### config.mk
export PLATFORM = sky130hd
export DESIGN_NAME = shared_mem_arbiter
export DESIGN_NICKNAME = d
export VERILOG_FILES = /design/src/rtl/shared_mem_arbiter.sv
export SDC_FILE = /design/constraint.sdc
export NUM_CORES = 1
export LEC_CHECK = 0
export BUFFER_PORTS_ARGS = -buffer_cell sky130_fd_sc_hd__buf_2
export CELL_PAD_IN_SITES_DETAIL_PLACEMENT = 0
export CELL_PAD_IN_SITES_GLOBAL_PLACEMENT = 1
export CORE_MARGIN = 4
export CORE_UTILIZATION = 32
export DETAILED_ROUTE_END_ITERATION = 10
export GPL_TIMING_DRIVEN = 1
export PLACE_DENSITY = 0.87
export SLEW_MARGIN = 20
export SYNTH_ARGS = -nofsm -noshare
export SYNTH_HDL_FRONTEND = slang
export SYNTH_SLANG_ARGS = --single-unit
### constraint.sdc
create_clock -name clock -period 2.2 [get_ports clock]
set_clock_uncertainty 0.15 [all_clocks]
set_input_delay 0 -clock clock [delete_from_list [all_inputs] [get_ports clock]]
set_output_delay 0 -clock clock [all_outputs]
set_load 0.02 [all_outputs]
### src/rtl/shared_mem_arbiter.sv
// Round-robin arbiter granting the shared data RAM to one DLX core at a time.
// The winner's request is latched in IDLE and a one-cycle ack carries the read data back.
//
// state | meaning
// IDLE  | no access in flight, arbitrate among pending requests
// ISSUE | strobe mem_en for the latched access (one cycle)
// WAIT  | count memory latency, capture mem_rdata on the last cycle for loads
// DONE  | pulse ack to the winner, advance round-robin pointer
module shared_mem_arbiter #(
   parameter int NUM_CPU = 2,
   parameter int ADDR_W  = 16,
   parameter int DATA_W  = 16,
   parameter int MEM_LAT = 2
) (
   input  logic                      clock,
   input  logic                      reset,
   input  logic [NUM_CPU-1:0]        req,
   input  logic [NUM_CPU-1:0]        we,
   input  logic [NUM_CPU*ADDR_W-1:0] addr,
   input  logic [NUM_CPU*DATA_W-1:0] wdata,
   output logic [NUM_CPU-1:0]        ack,
   output logic [DATA_W-1:0]         rdata,
   output logic [NUM_CPU-1:0]        grant,
   output logic                      busy,
   output logic                      mem_en,
   output logic                      mem_we,
   output logic [ADDR_W-1:0]         mem_addr,
   output logic [DATA_W-1:0]         mem_wdata,
   input  logic [DATA_W-1:0]         mem_rdata
);

   localparam int IDX_W = (NUM_CPU > 1) ? $clog2(NUM_CPU) : 1;
   localparam int CNT_W = $clog2(MEM_LAT + 1);
   localparam logic [IDX_W-1:0] LAST_RST = IDX_W'(NUM_CPU - 1);
   localparam logic [CNT_W-1:0] CNT_END  = CNT_W'(MEM_LAT - 1);

   typedef enum logic [1:0] {
      S_IDLE  = 2'd0,
      S_ISSUE = 2'd1,
      S_WAIT  = 2'd2,
      S_DONE  = 2'd3
   } state_t;

   state_t              state_q, state_d;
   logic [IDX_W-1:0]    last_q, last_d;
   logic [IDX_W-1:0]    win_q, win_d;
   logic                we_l_q, we_l_d;
   logic [ADDR_W-1:0]   addr_l_q, addr_l_d;
   logic [DATA_W-1:0]   wdata_l_q, wdata_l_d;
   logic [CNT_W-1:0]    cnt_q, cnt_d;
   logic [NUM_CPU-1:0]  grant_q, grant_d;
   logic [DATA_W-1:0]   rdata_q, rdata_d;

   logic                pick_valid;
   logic [IDX_W-1:0]    pick_idx;

   function automatic logic [NUM_CPU-1:0] onehot(input logic [IDX_W-1:0] idx);
      logic [NUM_CPU-1:0] v;
      v = '0;
      for (int k = 0; k < NUM_CPU; k++) begin
         if (IDX_W'(k) == idx) v[k] = 1'b1;
      end
      return v;
   endfunction

   // Search starts one past the previous winner so every core is reached
   // within NUM_CPU arbitrations.
   always_comb begin
      int               cand;
      logic [IDX_W-1:0] cand_idx;
      pick_valid = 1'b0;
      pick_idx   = '0;
      cand       = 0;
      cand_idx   = '0;
      for (int i = 1; i <= NUM_CPU; i++) begin
         cand = int'(last_q) + i;
         if (cand >= NUM_CPU) cand = cand - NUM_CPU;
         cand_idx = IDX_W'(cand);
         if (!pick_valid && req[cand_idx]) begin
            pick_valid = 1'b1;
            pick_idx   = cand_idx;
         end
      end
   end

   always_comb begin
      state_d   = state_q;
      last_d    = last_q;
      win_d     = win_q;
      we_l_d    = we_l_q;
      addr_l_d  = addr_l_q;
      wdata_l_d = wdata_l_q;
      cnt_d     = cnt_q;
      grant_d   = grant_q;
      rdata_d   = rdata_q;
      case (state_q)
         S_IDLE: begin
            if (pick_valid) begin
               win_d     = pick_idx;
               we_l_d    = we[pick_idx];
               addr_l_d  = addr[pick_idx*ADDR_W +: ADDR_W];
               wdata_l_d = wdata[pick_idx*DATA_W +: DATA_W];
               grant_d   = onehot(pick_idx);
               state_d   = S_ISSUE;
            end
         end
         S_ISSUE: begin
            cnt_d   = '0;
            state_d = S_WAIT;
         end
         S_WAIT: begin
            if (cnt_q == CNT_END) begin
               if (!we_l_q) rdata_d = mem_rdata;
               state_d = S_DONE;
            end else begin
               cnt_d = cnt_q + CNT_W'(1);
            end
         end
         S_DONE: begin
            last_d  = win_q;
            grant_d = '0;
            state_d = S_IDLE;
         end
         default: state_d = S_IDLE;
      endcase
   end

   always_ff @(posedge clock or posedge reset) begin
      if (reset) begin
         state_q   <= S_IDLE;
         last_q    <= LAST_RST;
         win_q     <= '0;
         we_l_q    <= 1'b0;
         addr_l_q  <= '0;
         wdata_l_q <= '0;
         cnt_q     <= '0;
         grant_q   <= '0;
         rdata_q   <= '0;
      end else begin
         state_q   <= state_d;
         last_q    <= last_d;
         win_q     <= win_d;
         we_l_q    <= we_l_d;
         addr_l_q  <= addr_l_d;
         wdata_l_q <= wdata_l_d;
         cnt_q     <= cnt_d;
         grant_q   <= grant_d;
         rdata_q   <= rdata_d;
      end
   end

   // Memory port follows the latched request so requester changes after IDLE are ignored.
   assign mem_en    = (state_q == S_ISSUE);
   assign mem_we    = (state_q == S_ISSUE) && we_l_q;
   assign mem_addr  = addr_l_q;
   assign mem_wdata = wdata_l_q;
   assign ack       = (state_q == S_DONE) ? onehot(win_q) : '0;
   assign grant     = grant_q;
   assign busy      = (state_q != S_IDLE);
   assign rdata     = rdata_q;

endmodule

# Word-level counts from Yosys, hierarchy flattened
# Index checks and enable logic that the tools add are counted.
# totals
register_bits	57
input_bits	86
# classes
n_addsub	5
order_cmp	5
n_eq_ne	7
n_shift	2
muxes	24
bitwise_logic	1
n_reduce_logical	12
# ops
operator	count
$shiftx 32x6->16	2
$mux 1	16
$mux 2	5
$pmux 2 s2	2
$pmux 2 s4	1
$reduce_and 2->1	4
$lt 1x2->1 const B	3
$ne 2x2->1 const B	3
$reduce_bool 2->1	3
$eq 2x1->1 const B	2
$eq 2x2->1 const B	2
$add 1x2->3 const B	1
$ge 3x2->1 const B	1
$reduce_and 3->1	1
$add 1x1->2 const B	1
$add 2x1->2 const B	1
$ge 2x2->1 const B	1
$logic_and 1x1->1	2
$logic_not 2->1	1
$sub 1x1->1 const B	2
$logic_not 1->1	1
$not 1->1	1

# Depth between registers and ports, before layout
# depth
word_depth	12
depth_mapped	7

# Least setup slack after synthesis
# OpenSTA, ideal clock, no wires.
# synth_path
kind	reg-to-reg
startpoint	register state_q[0]
endpoint	register rdata_q[0] (netlist: rdata[0])
t_arrival_ns	1.528
t_required_ns	1.925
path_slack_ns	0.397
stages_incl_launch_ff	8
synth_period_minus_slack_ns	1.803
path_cell_list	dfrtp_1 inv_1 ha_1 nand2_1 or2_1 buf_6 buf_12 mux2_4
# synth_between
elab_chain_cells	2
# synth_rtl
element	line_no	source
from (decl)	44	state_t state_q, state_d;
from (signal assigned)	140	state_q <= state_d;
$eq 2x2->1	96	case (state_q)
$reduce_and 3->1 (no source line)	n/a	
to (signal assigned)	148	rdata_q <= rdata_d;
to (decl)	52	logic [DATA_W-1:0] rdata_q, rdata_d;
# Every way passes these cells.
# A chain may end at the register's enable or synchronous reset.

# Worst setup path after layout
# layout_path
startpoint	register state_q[0]
endpoint	register addr_l_q[0] (netlist: mem_addr[0])
# layout_between
elab_chain_cells	2
# layout_rtl
element	line_no	source
$logic_not 2->1	96	
$reduce_and 2->1 (no source line)	n/a	
to (signal assigned)	144	addr_l_q <= addr_l_d;
to (decl)	48	logic [ADDR_W-1:0] addr_l_q, addr_l_d;
# Every way passes these cells.

==> metrics.txt <==
sequential area share after synthesis 54.3%; final setup vio count 0; CTS Sinks 57; non-filler cells, final 595; fraction of layout cells with a size suffix above 1 37.3%; HP Class input pin to flip-flop; Slew HR 35.4%; first-pass GRT wire length 14.9 mm; ys async rst share 100%; WL/cell 15.6 microns; most common cell in the netlist a21oi_1; top cells by area, synth dfrtp_1, a21oi_1, mux2_4; Initial DRT Pass Iterations 4; CTS root buffer clkbuf_8; Final ANT Viol Nets 0; Yosys reg bits 57; vias in the first global route 3079; Die W 98.7 microns; Netlist cell types 31; area grow syn2layout 68.3%; HPWL Detailed 5.50 mm; post-synth top area share 53.3%; crit end category flip-flop; antenna diode count 0; VDD IR-drop max 0.743 mV; Worst Tran Pin Value 0.967 ns; Syn Nets 356; syn_area_per_cell 9.96 sq um; CTS Buf Count 9; drt total wl 9.30 mm; I/O pin count 141; initial antenna violation count 0; Worst R2R Path Depth 6; hold path depth 3; Data required, critical path 2.31 ns; Setup Total Neg Slack 0 ns; dpl cells 496; Crit Path Class flip-flop to flip-flop; fin crit share 92.7%; Initial Util 33.5%; routed vias 2866; final net count 580; Core ar. 7850 sq um; total track usage 19.3%; Cells after Synth 264; Critical Path AT 2.15 ns; Clock transition at path regs 0.07 ns; Initial DRC Count 96; number of synthesis warnings 0; commonest cells in the netlist a21oi_1, dfrtp_1, nand2_1; GPL Wtd Cong 0.715; leakage power 2.19 nW; insertion delay to the later sink of the worst-skew pair 0.33 ns; power density over the cells 1250 nW/um^2; final max-slew violation count 0; RSZ-0062 raised after global routing no; ys flop type dfrtp_1; Max Clock Freq 490 MHz; H-tree Lvls 3; setup bufs post-CTS 0; fin crit period 2.04 ns; Max Cap Violations 0; Die Area 9730 sq um; GR Overflow Total 0; vias per cell 4.82; CTS tree yes; detailed-route DRC error count 0; largest net degree at the start of global routing 58; startpoint types flip-flop; PortBufs 140; DIE HEIGHT 98.7 microns; Post-Syn Area 2630 sq um; filler cell count 704; CTS max path bufs 2; Crit Path Max Fanout 18; post-synth top area cell dfrtp_1; status finished, final reports clean; EDFF count, synth 0; Hold Fails Final Rpt 0; Row Count 32
## critical path: stages, from the launching register on
cell	delay (ns)
dfrtp_1	0.40
inv_1	0.10
ha_1	0.30
o21ai_2	0.35
buf_4	0.38
a21oi_1	0.08
a21oi_1	0.21
## power by group
part	internal (mW)	switching, mW	leakage, nW
clock	0.400	0.427	0.0818
combinational	1.15	1.68	1.46
sequential	1.59	0.301	0.653
total	3.13	2.41	2.19
## worst paths after layout
| check | from | end | slack, ns |
|---|---|---|---|
| max | state_q[0] | mem_addr[0] | 0.16 |
| min | req[0] | grant[0] | 0.04 |
| max reg2reg | state_q[0] | mem_addr[0] | 0.16 |
| min reg2reg | cnt_q[1] | cnt_q[1] | 0.34 |
| max in group asynchronous | reset | last_q | 1.48 |
| min in group asynchronous | reset | rdata[5] | 0.11 |
## area by class of cell
| type | count | area, sq um | area share, % |
|---|---|---|---|
| well taps | 102 | 128 | 2.88 |
| multi-input cells | 185 | 1080 | 24.5 |
| clock inverters | 6 | 35.0 | 0.792 |
| inverters | 6 | 22.5 | 0.509 |
| clock buffers | 10 | 128 | 2.88 |
| repair buffers | 229 | 1600 | 36.2 |
| flip-flops and latches | 57 | 1430 | 32.3 |
## cell usage in the layout (no fill, tap or decap), types with 5 or more instances in the layout
| cell | netlist | routed |
|---|---|---|
| nor2_1 | 36 | 36 |
| inv_1 | 6 | 5 |
| mux2_4 | 10 | 10 |
| dlygate4sd3_1 | 0 | 83 |
| buf_2 | 10 | 140 |
| a21oi_1 | 66 | 66 |
| ha_1 | 6 | 6 |
| mux2_2 | 7 | 7 |
| nand2_1 | 38 | 38 |
| clkbuf_8 | 0 | 9 |
| dfrtp_1 | 56 | 56 |
## sequential cells by signal (all words and copies together) (netlist names)
signal,cells
cnt_q,2
grant,2
last_q,1
mem_addr,16
mem_wdata,16
rdata,16
state_q,2
we_l_q,1
win_q,1
## layer usage
layer / vias up / routed length [microns] / GRT usage [%]
met4: 0 / 303 / 8.30
li1: 1332 / - / -
met2: 122 / 4640 / 34.0
met1: 1381 / 3790 / 21.8
met5: - / 0 / 0
met3: 31 / 571 / 5.24
## logic make-up (layout without fill, tap and decap cells)
group | Yosys count | after routing | synth area share [%]
flops | 57 | 57 | 54.3
fa+ha+maj | 6 | 6 | 2.85
xor+xnor | 1 | 1 | 0.333
simple gates | 82 | 82 | 12.6
mux | 17 | 17 | 8.71
compound gates | 79 | 79 | 16.7
buf+inv | 22 | 251 | 4.52
## timing repair
item,CTS,global route
hold buffers,83,0
resized for setup,1,0
hold endpoints to repair,106,0
endpoints found under the setup margin,6,0
## through the flow
step	area (sq um)	hold WS, ns	worst slack [ns]	total power [mW]	util, %
after floorplan	2630	-0.0211	0.397	3.67	-
after global placement	3430	-0.0679	0.0909	4.51	43.7
after detailed placement	3430	-0.0642	-0.0165	4.60	43.7
after CTS	4430	0.0222	0.199	5.55	56.4
after global routing	4430	0.0622	0.0264	5.95	56.4
final	4430	0.0435	0.160	5.54	56.4
(Power assumes the default switching activity.)
